## config.mk

```make
export PLATFORM = sky130hd
export DESIGN_NAME = bbp_rx_deframer_flat
export DESIGN_NICKNAME = d
export VERILOG_FILES = /design/src/rtl/bbp_rx_deframer_if.sv /design/src/rtl/bbp_rx_deframer.sv /design/src/flat_wrapper.sv
export SDC_FILE = /design/constraint.sdc
export NUM_CORES = 1
export LEC_CHECK = 0
export ABC_AREA = 0
export BUFFER_PORTS_ARGS = -buffer_cell sky130_fd_sc_hd__buf_2
export CORE_ASPECT_RATIO = 0.6
export CORE_UTILIZATION = 25
export CTS_CLUSTER_SIZE = 25
export DETAILED_ROUTE_END_ITERATION = 7
export MAX_ROUTING_LAYER = met4
export PLACE_DENSITY = 0.47
export SLEW_MARGIN = 20
export SYNTH_ARGS = -nofsm -noshare
export SYNTH_HDL_FRONTEND = slang
export SYNTH_SLANG_ARGS = --single-unit
```

## constraint.sdc

```tcl
create_clock -name clk_250m -period 7 [get_ports clk_250m]
set_input_delay 0 -clock clk_250m [delete_from_list [all_inputs] [get_ports clk_250m]]
set_output_delay 0 -clock clk_250m [all_outputs]
set_load 0.02 [all_outputs]
```

## src/rtl/bbp_rx_deframer_if.sv

```systemverilog
`default_nettype none
// ============================================================================
// Interface : bbp_rx_deframer_if
// Purpose   : Bundles the two streams of the receive deframer: the
//             demodulated byte stream coming in and the packed 64-bit C2H
//             stream going out.
// Modports  : slave  - deframer view (consumes bytes, produces C2H words)
//             master - environment view (demod byte source + C2H sink)
// Signals   : s_axis_demod_tvalid/tdata/tready   byte stream
//             m_axis_c2h_tdata/tkeep/tvalid/tlast/tuser/tready  word stream
// Revision  : 1.0 - initial release
// ============================================================================
interface bbp_rx_deframer_if #(
  parameter int DATA_W = 64
);
  localparam int KEEP_W = DATA_W / 8;

  logic              s_axis_demod_tvalid;
  logic [7:0]        s_axis_demod_tdata;
  logic              s_axis_demod_tready;

  logic [DATA_W-1:0] m_axis_c2h_tdata;
  logic [KEEP_W-1:0] m_axis_c2h_tkeep;
  logic              m_axis_c2h_tvalid;
  logic              m_axis_c2h_tlast;
  logic              m_axis_c2h_tuser;
  logic              m_axis_c2h_tready;

  modport slave (
    input  s_axis_demod_tvalid,
    input  s_axis_demod_tdata,
    output s_axis_demod_tready,
    output m_axis_c2h_tdata,
    output m_axis_c2h_tkeep,
    output m_axis_c2h_tvalid,
    output m_axis_c2h_tlast,
    output m_axis_c2h_tuser,
    input  m_axis_c2h_tready
  );

  modport master (
    output s_axis_demod_tvalid,
    output s_axis_demod_tdata,
    input  s_axis_demod_tready,
    input  m_axis_c2h_tdata,
    input  m_axis_c2h_tkeep,
    input  m_axis_c2h_tvalid,
    input  m_axis_c2h_tlast,
    input  m_axis_c2h_tuser,
    output m_axis_c2h_tready
  );
endinterface
`default_nettype wire

```

## src/rtl/bbp_rx_deframer.sv

```systemverilog
`default_nettype none
// ============================================================================
// Module   : bbp_rx_deframer
// Purpose  : Hunts for a 32-bit sync word in a demodulated byte stream,
//            reads a 16-bit big-endian length, and packs the payload
//            little-endian into 64-bit C2H words with tkeep/tlast.
// Ports    : clk_250m   - single clock, rising edge
//            reset      - asynchronous, active-high
//            bus        - bbp_rx_deframer_if.slave (byte in / word out)
//            locked     - high whenever not hunting for sync
//            frame_cnt  - delivered frames (saturating)
//            err_cnt    - bad lengths / CRC errors (saturating)
// Options  : `define BBP_RX_CRC_EN adds a trailing big-endian CRC-16-CCITT
//            (poly 0x1021, init 0xFFFF) over length + payload; the tlast
//            word is held back until the CRC is checked and tuser flags a
//            CRC error. Without it tuser is tied low.
// Revision : 1.0 - initial release
// ============================================================================
module bbp_rx_deframer #(
  parameter int          AXIS_TDATA_WIDTH = 64,  // only 64 is supported
  parameter logic [31:0] SYNC_WORD        = 32'hEB90146F,
  parameter logic [15:0] MAX_LEN          = 16'd1500
) (
  input  wire logic        clk_250m,
  input  wire logic        reset,
  bbp_rx_deframer_if.slave bus,
  output logic             locked,
  output logic [15:0]      frame_cnt,
  output logic [15:0]      err_cnt
);

  localparam int KEEP_W = AXIS_TDATA_WIDTH / 8;

  typedef enum logic [2:0] {
    ST_HUNT    = 3'd0,
    ST_LEN_HI  = 3'd1,
    ST_LEN_LO  = 3'd2,
    ST_PAYLOAD = 3'd3
`ifdef BBP_RX_CRC_EN
    ,ST_CRC    = 3'd4
`endif
  } state_t;

  state_t                      state_q;
  logic [31:0]                 shift_q;
  logic [15:0]                 len_q;
  logic [15:0]                 cnt_q;     // payload bytes accepted so far
  logic [AXIS_TDATA_WIDTH-1:0] pack_q;
  logic [2:0]                  idx_q;     // next byte lane in pack_q
  logic [AXIS_TDATA_WIDTH-1:0] tdata_q;
  logic [KEEP_W-1:0]           tkeep_q;
  logic                        tlast_q;
  logic                        tvalid_q;
  logic [15:0]                 frame_cnt_q;
  logic [15:0]                 err_cnt_q;

  logic                        in_ready;
  logic                        accept;
  logic                        out_hs;
  logic [7:0]                  in_byte;
  logic [31:0]                 shift_d;
  logic [15:0]                 len_d;
  logic [AXIS_TDATA_WIDTH-1:0] pack_d;
  logic                        last_byte;
  logic                        word_done;
  logic [KEEP_W-1:0]           keep_last;

  // Input is only blocked while a word is parked in the output register
  // and not being taken; a load in the same cycle as a handshake simply
  // replaces the departing word.
  assign in_ready  = !(tvalid_q && !bus.m_axis_c2h_tready);
  assign accept    = bus.s_axis_demod_tvalid && in_ready;
  assign out_hs    = tvalid_q && bus.m_axis_c2h_tready;
  assign in_byte   = bus.s_axis_demod_tdata;

  assign shift_d   = {shift_q[23:0], in_byte};
  assign len_d     = {len_q[15:8], in_byte};
  assign pack_d    = pack_q | ({{(AXIS_TDATA_WIDTH-8){1'b0}}, in_byte} << {idx_q, 3'b000});
  assign last_byte = ((cnt_q + 16'd1) == len_q);
  assign word_done = (idx_q == 3'd7) || last_byte;
  // A length that is a multiple of 8 ends on a full word.
  assign keep_last = (len_q[2:0] == 3'd0) ? {KEEP_W{1'b1}}
                                          : ((KEEP_W'(1) << len_q[2:0]) - KEEP_W'(1));

`ifdef BBP_RX_CRC_EN
  logic [15:0] crc_q;
  logic [7:0]  crc_hi_q;
  logic        crc_idx_q;
  logic        tuser_q;
  logic [15:0] crc_d;
  logic        crc_bad;

  function automatic logic [15:0] crc16_upd(input logic [15:0] crc, input logic [7:0] d);
    logic [15:0] c;
    c = crc ^ {d, 8'h00};
    for (int i = 0; i < 8; i++) begin
      c = c[15] ? ((c << 1) ^ 16'h1021) : (c << 1);
    end
    return c;
  endfunction

  assign crc_d   = crc16_upd(crc_q, in_byte);
  assign crc_bad = ({crc_hi_q, in_byte} != crc_q);
  assign bus.m_axis_c2h_tuser = tuser_q;
`else
  assign bus.m_axis_c2h_tuser = 1'b0;
`endif

  always_ff @(posedge clk_250m or posedge reset) begin
    if (reset) begin
      state_q     <= ST_HUNT;
      shift_q     <= '0;
      len_q       <= '0;
      cnt_q       <= '0;
      pack_q      <= '0;
      idx_q       <= '0;
      tdata_q     <= '0;
      tkeep_q     <= '0;
      tlast_q     <= 1'b0;
      tvalid_q    <= 1'b0;
      frame_cnt_q <= '0;
      err_cnt_q   <= '0;
`ifdef BBP_RX_CRC_EN
      crc_q       <= 16'hFFFF;
      crc_hi_q    <= '0;
      crc_idx_q   <= 1'b0;
      tuser_q     <= 1'b0;
`endif
    end else begin
      if (out_hs) begin
        tvalid_q <= 1'b0;
        if (tlast_q && (frame_cnt_q != 16'hFFFF)) begin
          frame_cnt_q <= frame_cnt_q + 16'd1;
        end
      end

      if (accept) begin
        case (state_q)
          ST_HUNT: begin
            if (shift_d == SYNC_WORD) begin
              state_q <= ST_LEN_HI;
              shift_q <= '0;
`ifdef BBP_RX_CRC_EN
              crc_q   <= 16'hFFFF;
`endif
            end else begin
              shift_q <= shift_d;
            end
          end

          ST_LEN_HI: begin
            len_q   <= {in_byte, 8'h00};
            state_q <= ST_LEN_LO;
`ifdef BBP_RX_CRC_EN
            crc_q   <= crc_d;
`endif
          end

          ST_LEN_LO: begin
            if ((len_d == 16'd0) || (len_d > MAX_LEN)) begin
              if (err_cnt_q != 16'hFFFF) begin
                err_cnt_q <= err_cnt_q + 16'd1;
              end
              state_q <= ST_HUNT;
              shift_q <= '0;
            end else begin
              len_q   <= len_d;
              cnt_q   <= '0;
              idx_q   <= '0;
              pack_q  <= '0;
              state_q <= ST_PAYLOAD;
            end
`ifdef BBP_RX_CRC_EN
            crc_q <= crc_d;
`endif
          end

          ST_PAYLOAD: begin
            cnt_q <= cnt_q + 16'd1;
`ifdef BBP_RX_CRC_EN
            crc_q <= crc_d;
`endif
            if (word_done) begin
              pack_q <= '0;
              idx_q  <= '0;
`ifdef BBP_RX_CRC_EN
              if (last_byte) begin
                // Park the final word until the CRC verdict is known.
                pack_q    <= pack_d;
                crc_idx_q <= 1'b0;
                state_q   <= ST_CRC;
              end else begin
                tdata_q  <= pack_d;
                tkeep_q  <= {KEEP_W{1'b1}};
                tlast_q  <= 1'b0;
                tuser_q  <= 1'b0;
                tvalid_q <= 1'b1;
              end
`else
              tdata_q  <= pack_d;
              tkeep_q  <= last_byte ? keep_last : {KEEP_W{1'b1}};
              tlast_q  <= last_byte;
              tvalid_q <= 1'b1;
              if (last_byte) begin
                state_q <= ST_HUNT;
              end
`endif
            end else begin
              pack_q <= pack_d;
              idx_q  <= idx_q + 3'd1;
            end
          end

`ifdef BBP_RX_CRC_EN
          ST_CRC: begin
            if (!crc_idx_q) begin
              crc_hi_q  <= in_byte;
              crc_idx_q <= 1'b1;
            end else begin
              tdata_q  <= pack_q;
              tkeep_q  <= keep_last;
              tlast_q  <= 1'b1;
              tuser_q  <= crc_bad;
              tvalid_q <= 1'b1;
              if (crc_bad && (err_cnt_q != 16'hFFFF)) begin
                err_cnt_q <= err_cnt_q + 16'd1;
              end
              pack_q    <= '0;
              crc_idx_q <= 1'b0;
              state_q   <= ST_HUNT;
            end
          end
`endif

          default: state_q <= ST_HUNT;
        endcase
      end
    end
  end

  assign bus.s_axis_demod_tready = in_ready;
  assign bus.m_axis_c2h_tdata    = tdata_q;
  assign bus.m_axis_c2h_tkeep    = tkeep_q;
  assign bus.m_axis_c2h_tvalid   = tvalid_q;
  assign bus.m_axis_c2h_tlast    = tlast_q;
  assign locked                  = (state_q != ST_HUNT);
  assign frame_cnt               = frame_cnt_q;
  assign err_cnt                 = err_cnt_q;

endmodule
`default_nettype wire

```

## src/flat_wrapper.sv

```systemverilog
// flat-port wrapper written by rule: the top's interface ports become plain ports
module bbp_rx_deframer_flat 
#(
  parameter int          AXIS_TDATA_WIDTH = 64,                         
  parameter logic [31:0] SYNC_WORD        = 32'hEB90146F,
  parameter logic [15:0] MAX_LEN          = 16'd1500
)
  (clk_250m, reset, locked, frame_cnt, err_cnt, bus_s_axis_demod_tvalid, bus_s_axis_demod_tdata, bus_s_axis_demod_tready, bus_m_axis_c2h_tdata, bus_m_axis_c2h_tkeep, bus_m_axis_c2h_tvalid, bus_m_axis_c2h_tlast, bus_m_axis_c2h_tuser, bus_m_axis_c2h_tready);
  bbp_rx_deframer_if #(.DATA_W(64)) bus_i ();
  input  wire logic clk_250m;
  input  wire logic reset;
  output logic locked;
  output logic [15:0] frame_cnt;
  output logic [15:0] err_cnt;
  input wire logic [$bits(bus_i.s_axis_demod_tvalid)-1:0] bus_s_axis_demod_tvalid;
  input wire logic [$bits(bus_i.s_axis_demod_tdata)-1:0] bus_s_axis_demod_tdata;
  output wire logic [$bits(bus_i.s_axis_demod_tready)-1:0] bus_s_axis_demod_tready;
  output wire logic [$bits(bus_i.m_axis_c2h_tdata)-1:0] bus_m_axis_c2h_tdata;
  output wire logic [$bits(bus_i.m_axis_c2h_tkeep)-1:0] bus_m_axis_c2h_tkeep;
  output wire logic [$bits(bus_i.m_axis_c2h_tvalid)-1:0] bus_m_axis_c2h_tvalid;
  output wire logic [$bits(bus_i.m_axis_c2h_tlast)-1:0] bus_m_axis_c2h_tlast;
  output wire logic [$bits(bus_i.m_axis_c2h_tuser)-1:0] bus_m_axis_c2h_tuser;
  input wire logic [$bits(bus_i.m_axis_c2h_tready)-1:0] bus_m_axis_c2h_tready;
  assign bus_i.s_axis_demod_tvalid = bus_s_axis_demod_tvalid;
  assign bus_i.s_axis_demod_tdata = bus_s_axis_demod_tdata;
  assign bus_s_axis_demod_tready = bus_i.s_axis_demod_tready;
  assign bus_m_axis_c2h_tdata = bus_i.m_axis_c2h_tdata;
  assign bus_m_axis_c2h_tkeep = bus_i.m_axis_c2h_tkeep;
  assign bus_m_axis_c2h_tvalid = bus_i.m_axis_c2h_tvalid;
  assign bus_m_axis_c2h_tlast = bus_i.m_axis_c2h_tlast;
  assign bus_m_axis_c2h_tuser = bus_i.m_axis_c2h_tuser;
  assign bus_i.m_axis_c2h_tready = bus_m_axis_c2h_tready;
  bbp_rx_deframer #(.AXIS_TDATA_WIDTH(AXIS_TDATA_WIDTH), .SYNC_WORD(SYNC_WORD), .MAX_LEN(MAX_LEN)) u_core (.clk_250m(clk_250m), .reset(reset), .bus(bus_i), .locked(locked), .frame_cnt(frame_cnt), .err_cnt(err_cnt));
endmodule
```

**Word-level counts from Yosys, hierarchy flattened**

Cells that the tools add are included.

- Bits of input ports: 12
- Output and inout bits: 109
- Word-level logic and storage cells: 83
- Flip-flop bits (word level): 232

- Eq/ne operators: 13
- Order comparisons: 1
- Reductions and logical operators: 23
- Bitwise gates (word level): 2
- Mux-type cells: 24
- $add $sub $neg: 5
- Shift operators: 2

Operator list:

| operator | count |
|---|---|
| 2-to-1 mux 64 bit | 2 |
| one-hot mux 64 bit (2 select lines) | 1 |
| OR 64 bit | 1 |
| one-hot mux 16 bit (2 select lines) | 2 |
| << shifter 8 x 6 -> 64 bit | 1 |
| adder 16 x 1 -> 16 bit (second input constant) | 3 |
| 2-to-1 mux 24 bit | 2 |
| one-hot mux 24 bit (2 select lines) | 1 |
| equality test 32 bit (second input constant) | 1 |
| inequality test 16 bit (second input constant) | 2 |
| 2-to-1 mux 8 bit | 3 |
| equality test 16 bit | 1 |
| > comparator 16 x 11 -> 1 bit (second input constant) | 1 |
| zero test 16 bit | 1 |
| 2-to-1 mux 16 bit | 1 |
| 2-to-1 mux 3 bit | 5 |
| AND reduction 3 bit | 5 |
| one-hot mux 3 bit (4 select lines) | 1 |
| inequality test 2 x 1 -> 1 bit (second input constant) | 4 |
| AND reduction 4 bit | 2 |
| << shifter 1 x 3 -> 8 bit (first input constant) | 1 |
| subtractor 8 x 1 -> 8 bit (second input constant) | 1 |
| equality test 3 x 2 -> 1 bit (second input constant) | 2 |
| zero test 3 bit | 2 |
| 14 further kinds | 24 |

**Longest topological paths before layout**

- Word-level depth: 6
- Mapped depth: 11
- Gate-level depth less buffers: 8

**Worst setup path after synthesis**

OpenSTA, ideal clock, no wires.

- Kind: reg-to-reg
- From: register u_core.cnt_q[0]
- To: register u_core.tdata_q[0] (netlist: u_core.bus.m_axis_c2h_tdata[0])
- Required time: 6.913 ns
- Buffers on the path: 2
- Cell stages (with the launch flop): 11
- Library setup time: 0.087 ns
- Slack: 4.502 ns
- Clock period less this slack: 2.498 ns
- Arrival time: 2.411 ns
- Cells stage by stage: dfrtp_1 -> ha_1 -> xor2_1 -> a211oi_1 -> nand4_1 -> nor4_2 -> nand4_4 -> or2_1 -> buf_2 -> buf_2 -> a22oi_1

- Cells in the longest elaborated chain, start to end: 4

Ends and longest elaborated chain:

| element | RTL line | text |
|---|---|---|
| start, declared | bbp_rx_deframer.sv:47 | `logic [15:0] cnt_q;` |
| start signal, assigned | bbp_rx_deframer.sv:179 | `cnt_q <= cnt_q + 16'd1;` |
| adder 16 x 1 -> 16 bit | bbp_rx_deframer.sv:79 | `assign last_byte = ((cnt_q + 16'd1) == len_q);` |
| equality test 16 bit | bbp_rx_deframer.sv:79 |  |
| logical OR 1 bit | bbp_rx_deframer.sv:80 | `assign word_done = (idx_q == 3'd7) \|\| last_byte;` |
| AND reduction 3 bit (no line) | -- |  |
| end signal, assigned | bbp_rx_deframer.sv:200 | `tdata_q <= pack_d;` |
| end, declared | bbp_rx_deframer.sv:50 | `logic [AXIS_TDATA_WIDTH-1:0] tdata_q;` |

Every way passes these cells.
A chain may end at the register's enable or synchronous reset.

**Worst setup path after layout**

- From: register u_core.cnt_q[3]
- To: register u_core.tdata_q[49] (netlist: u_core.bus.m_axis_c2h_tdata[49])

Same word-level chain as after synthesis.

==> impl_metrics.csv <==
group,metric,value,unit
status,outcome,"finished, final reports clean",
grt,track_usage,0.148,
power_and_ir_drop,p_leak,6.11,nW
floorplan,fp.dieW,267,um
power_and_ir_drop,p_int,2.44,mW
finish,final_common_cell,"dfrtp_1",
yosys,synth_seq_cells,231,
yosys,synth_area,10500,um^2
critical_path,worstReg2RegStart,"u_core.cnt_q[3]",
timing,setup_viol,0,
critical_path,endpoint,"u_core.bus.m_axis_c2h_tdata[49]",
timing,period_share,0.550,
clocking,cts_resized,0,
floorplan,coreArea,41000,um^2
timing,fin_skew,12.9,ps
timing,slew-limit-headroom,0.253,
yosys,async_flop_share,1.00,
clocking,cts_max_path_buffers,3,
clocking,cts.sink_count,231,
clocking,cts_setup_buffers,0,
placement,dp_hpwl,19.6,mm
yosys,synth_warnings,0,
clocking,root_buffer,"clkbuf_16",
timing,fin_tns_setup,0,ps
finish,seqCellArea,5780,um^2
critical_path,crit_arrival,4230,ps
grt,grt-ovfl-total,0,
drt,drt_first_pass_iters,7,
drt,drc,0,
timing,period_minus_slack,3850,ps
power_and_ir_drop,pwr_density_cell,278,nW/um^2
power_and_ir_drop,power_switching,1.00,mW
finish,fillerInstances,4291,
grt,grt_pass1_wl,48.6,mm
yosys,synth_area_leaders,"dfrtp_1 (55%), nor2_1 (5.9%), a22oi_1 (4.7%), a31oi_1 (3.9%), a21oi_1 (3.4%)",
floorplan,start_util,0.257,
clocking,clock_latency,540,ps
placement,port_buffers,119,
floorplan,num_io_pins,121,
power_and_ir_drop,pwr-share-clk,0.393,
yosys,synth_edf_count,0,
timing,tightest_slew,1120,ps
critical_path,worstPathMaxFanout,38,
floorplan,dieArea,43000,um^2
drt,final_antenna_net_count,0,
power_and_ir_drop,pwr-share-seq,0.459,
drt,post_drt_wl_per_cell,18.3,um
finish,final_cell_count_no_fill,1688,
yosys,yosys.cell_types.count,64,
finish,drive_gt1_frac,0.175,
critical_path,critPathCaptureType,"flip-flop",
worst_hold_path,hold_class,"input pin to flip-flop",
yosys,yosys.area.top_type,"dfrtp_1",
critical_path,r2r-end,"u_core.bus.m_axis_c2h_tdata[49]",
timing,max_freq,260,MHz
power_and_ir_drop,swShare,0.291,
critical_path,cp-startpoint,"u_core.cnt_q[3]",
yosys,synth_area_per_cell,10.0,um^2
placement,place.gp.congestion,0.898,
finish,num_antenna_cells,0,
yosys,yosysSeqAreaShare,0.549,
clocking,h-tree-depth,1,
drt,routed_wl,31.0,mm
grt,grt_max_degree,103,
critical_path,setup.worst_path.class,"flip-flop to flip-flop",
power_and_ir_drop,vdd_drop_max,0.160,mV
yosys,synth_top_area_share,0.549,
finish,fin_nets,1128,
clocking,path_clk_slew,70,ps
floorplan,dieHeight,161,um
clocking,cts_buffers,24,
placement,dp.cells,1641,
timing,drv_slew,0,
timing,hold_viol,0,
flow_run,cap_violations,0,
finish,syn_to_final_growth,17.7,%
power_and_ir_drop,comb_power_share,0.148,
critical_path,regToRegSetupSlack,3150,ps
floorplan,num_rows,57,
critical_path,start_kind,"flip-flop",
drt,drtIter0Drc,795,
grt,antenna_found_initial,0,
critical_path,reg2reg_depth,8,
drt,num_vias,8303,
timing,rsz0062_at_grt,"false",
yosys,syn_inst,1050,
yosys,syn-num-nets,1067,
drt,via_per_inst,4.92,
clocking,tritoncts,"built",
finish,multi_input_area,4310,um^2
grt,grt_pass1_vias,7844,
finish,mostFrequentLayoutCells,"dfrtp_1 (231), nor2_1 (164), buf_2 (119), a21oi_1 (72)",
yosys,synth-main-ff-cell,"dfrtp_1",
critical_path,cp.required,7380,ps
[per-stage QoR]
step,setup slack (ps),util,hold slack (ps),cell area (um^2),power [mW]
after detailed placement,3200,0.281,189,11500,2.11
after CTS,3180,0.302,8.77,12400,3.48
after global placement,3240,0.281,172,11500,2.11
after global routing,2870,0.302,40.2,12400,3.61
after floorplan,667,-,247,10500,1.95
final,3150,0.302,20.9,12400,3.44
[cell usage after synthesis, types with 4 or more instances]
master	count
a21oi_1	72
a22o_1	29
a22oi_1	66
a31oi_1	66
and3_1	6
and4_1	6
buf_2	28
clkbuf_1	62
dfrtp_1	231
ha_1	5
inv_1	20
mux2_2	9
mux2i_1	4
nand2_1	35
nand3_1	38
nand4_1	20
nor2_1	165
nor2b_1	5
nor3_1	19
nor4_1	11
nor4b_1	4
o21ai_0	31
o31ai_1	5
xnor2_1	33
xor2_1	18
[state kept, by name (all words and copies together) (netlist names)]
| name | count |
|---|---|
| u_core.cnt_q | 16 |
| u_core.state_q | 2 |
| u_core.bus.m_axis_c2h_tkeep | 8 |
| u_core.err_cnt | 16 |
| u_core.bus.m_axis_c2h_tlast | 1 |
| u_core.pack_q | 64 |
| u_core.len_q | 16 |
| u_core.bus.m_axis_c2h_tvalid | 1 |
| u_core.frame_cnt | 16 |
| u_core.shift_q | 24 |
| u_core.bus.m_axis_c2h_tdata | 64 |
| u_core.idx_q | 3 |
[logic make-up after synthesis]
kind of cell               share of synthesized area
adders and majority gates                    0.00689
xor gates and xnor gates                      0.0424
muxes                                         0.0134
DFF                                            0.549
buffers and inverters                         0.0466
and+or+nand+nor                                0.155
other                                       0.000356
AOI/OAI and AO/OA                              0.186
[worst min-delay path by stage]
stage                                          from                 endpoint  slack, ps  cells after the start
after floorplan               bus_m_axis_c2h_tready  bus_s_axis_demod_tready        250                      1
after global placement                        reset        u_core.err_cnt[1]        170                      2
after detailed placement                      reset        u_core.err_cnt[0]        190                      2
after CTS                 bus_s_axis_demod_tdata[1]          u_core.len_q[1]          9                      3
after global routing      bus_s_axis_demod_tdata[6]          u_core.len_q[6]         40                      3
final                     bus_s_axis_demod_tdata[1]          u_core.len_q[1]         20                      3
[layer usage]
layer,vias to the layer above,track usage,wire length (um)
met4,0,0.0232,450
li1,3915,-,-
met5,-,-,0
met2,202,0.196,12600
met1,4152,0.234,16400
met3,34,0.0250,1520
[repair_timing]
action,in CTS,in global routing
endpoints found under the setup margin,0,0
hold buffers,3,0
endpoints found under the hold margin,106,0
[area by class of cell]
cell class,count,share of cell area
clock buffers,32,0.0550
clock inverters,11,0.0111
inverters,20,0.00666
multi-input cells,703,0.348
flip-flops and latches,231,0.466
well taps,560,0.0565
repair buffers,131,0.0562
[worst max-delay path, stage by stage, from the launching register on]
cell and delay, ps:
dfrtp_1 580, nand4_1 490, nor3_1 460, nand3_1 140
a211oi_2 320, nand4_4 260, o21ai_4 700, buf_4 550
a22oi_1 180
[power by group through the flow]
stage	sequential [mW]	clock, mW	combinational, mW
after floorplan	1.55	0	0.407
after global placement	1.60	0	0.508
after detailed placement	1.60	0	0.504
after CTS	1.58	1.39	0.511
after global routing	1.60	1.45	0.566
final	1.58	1.35	0.509
Power figures use the tool's default switching activity.
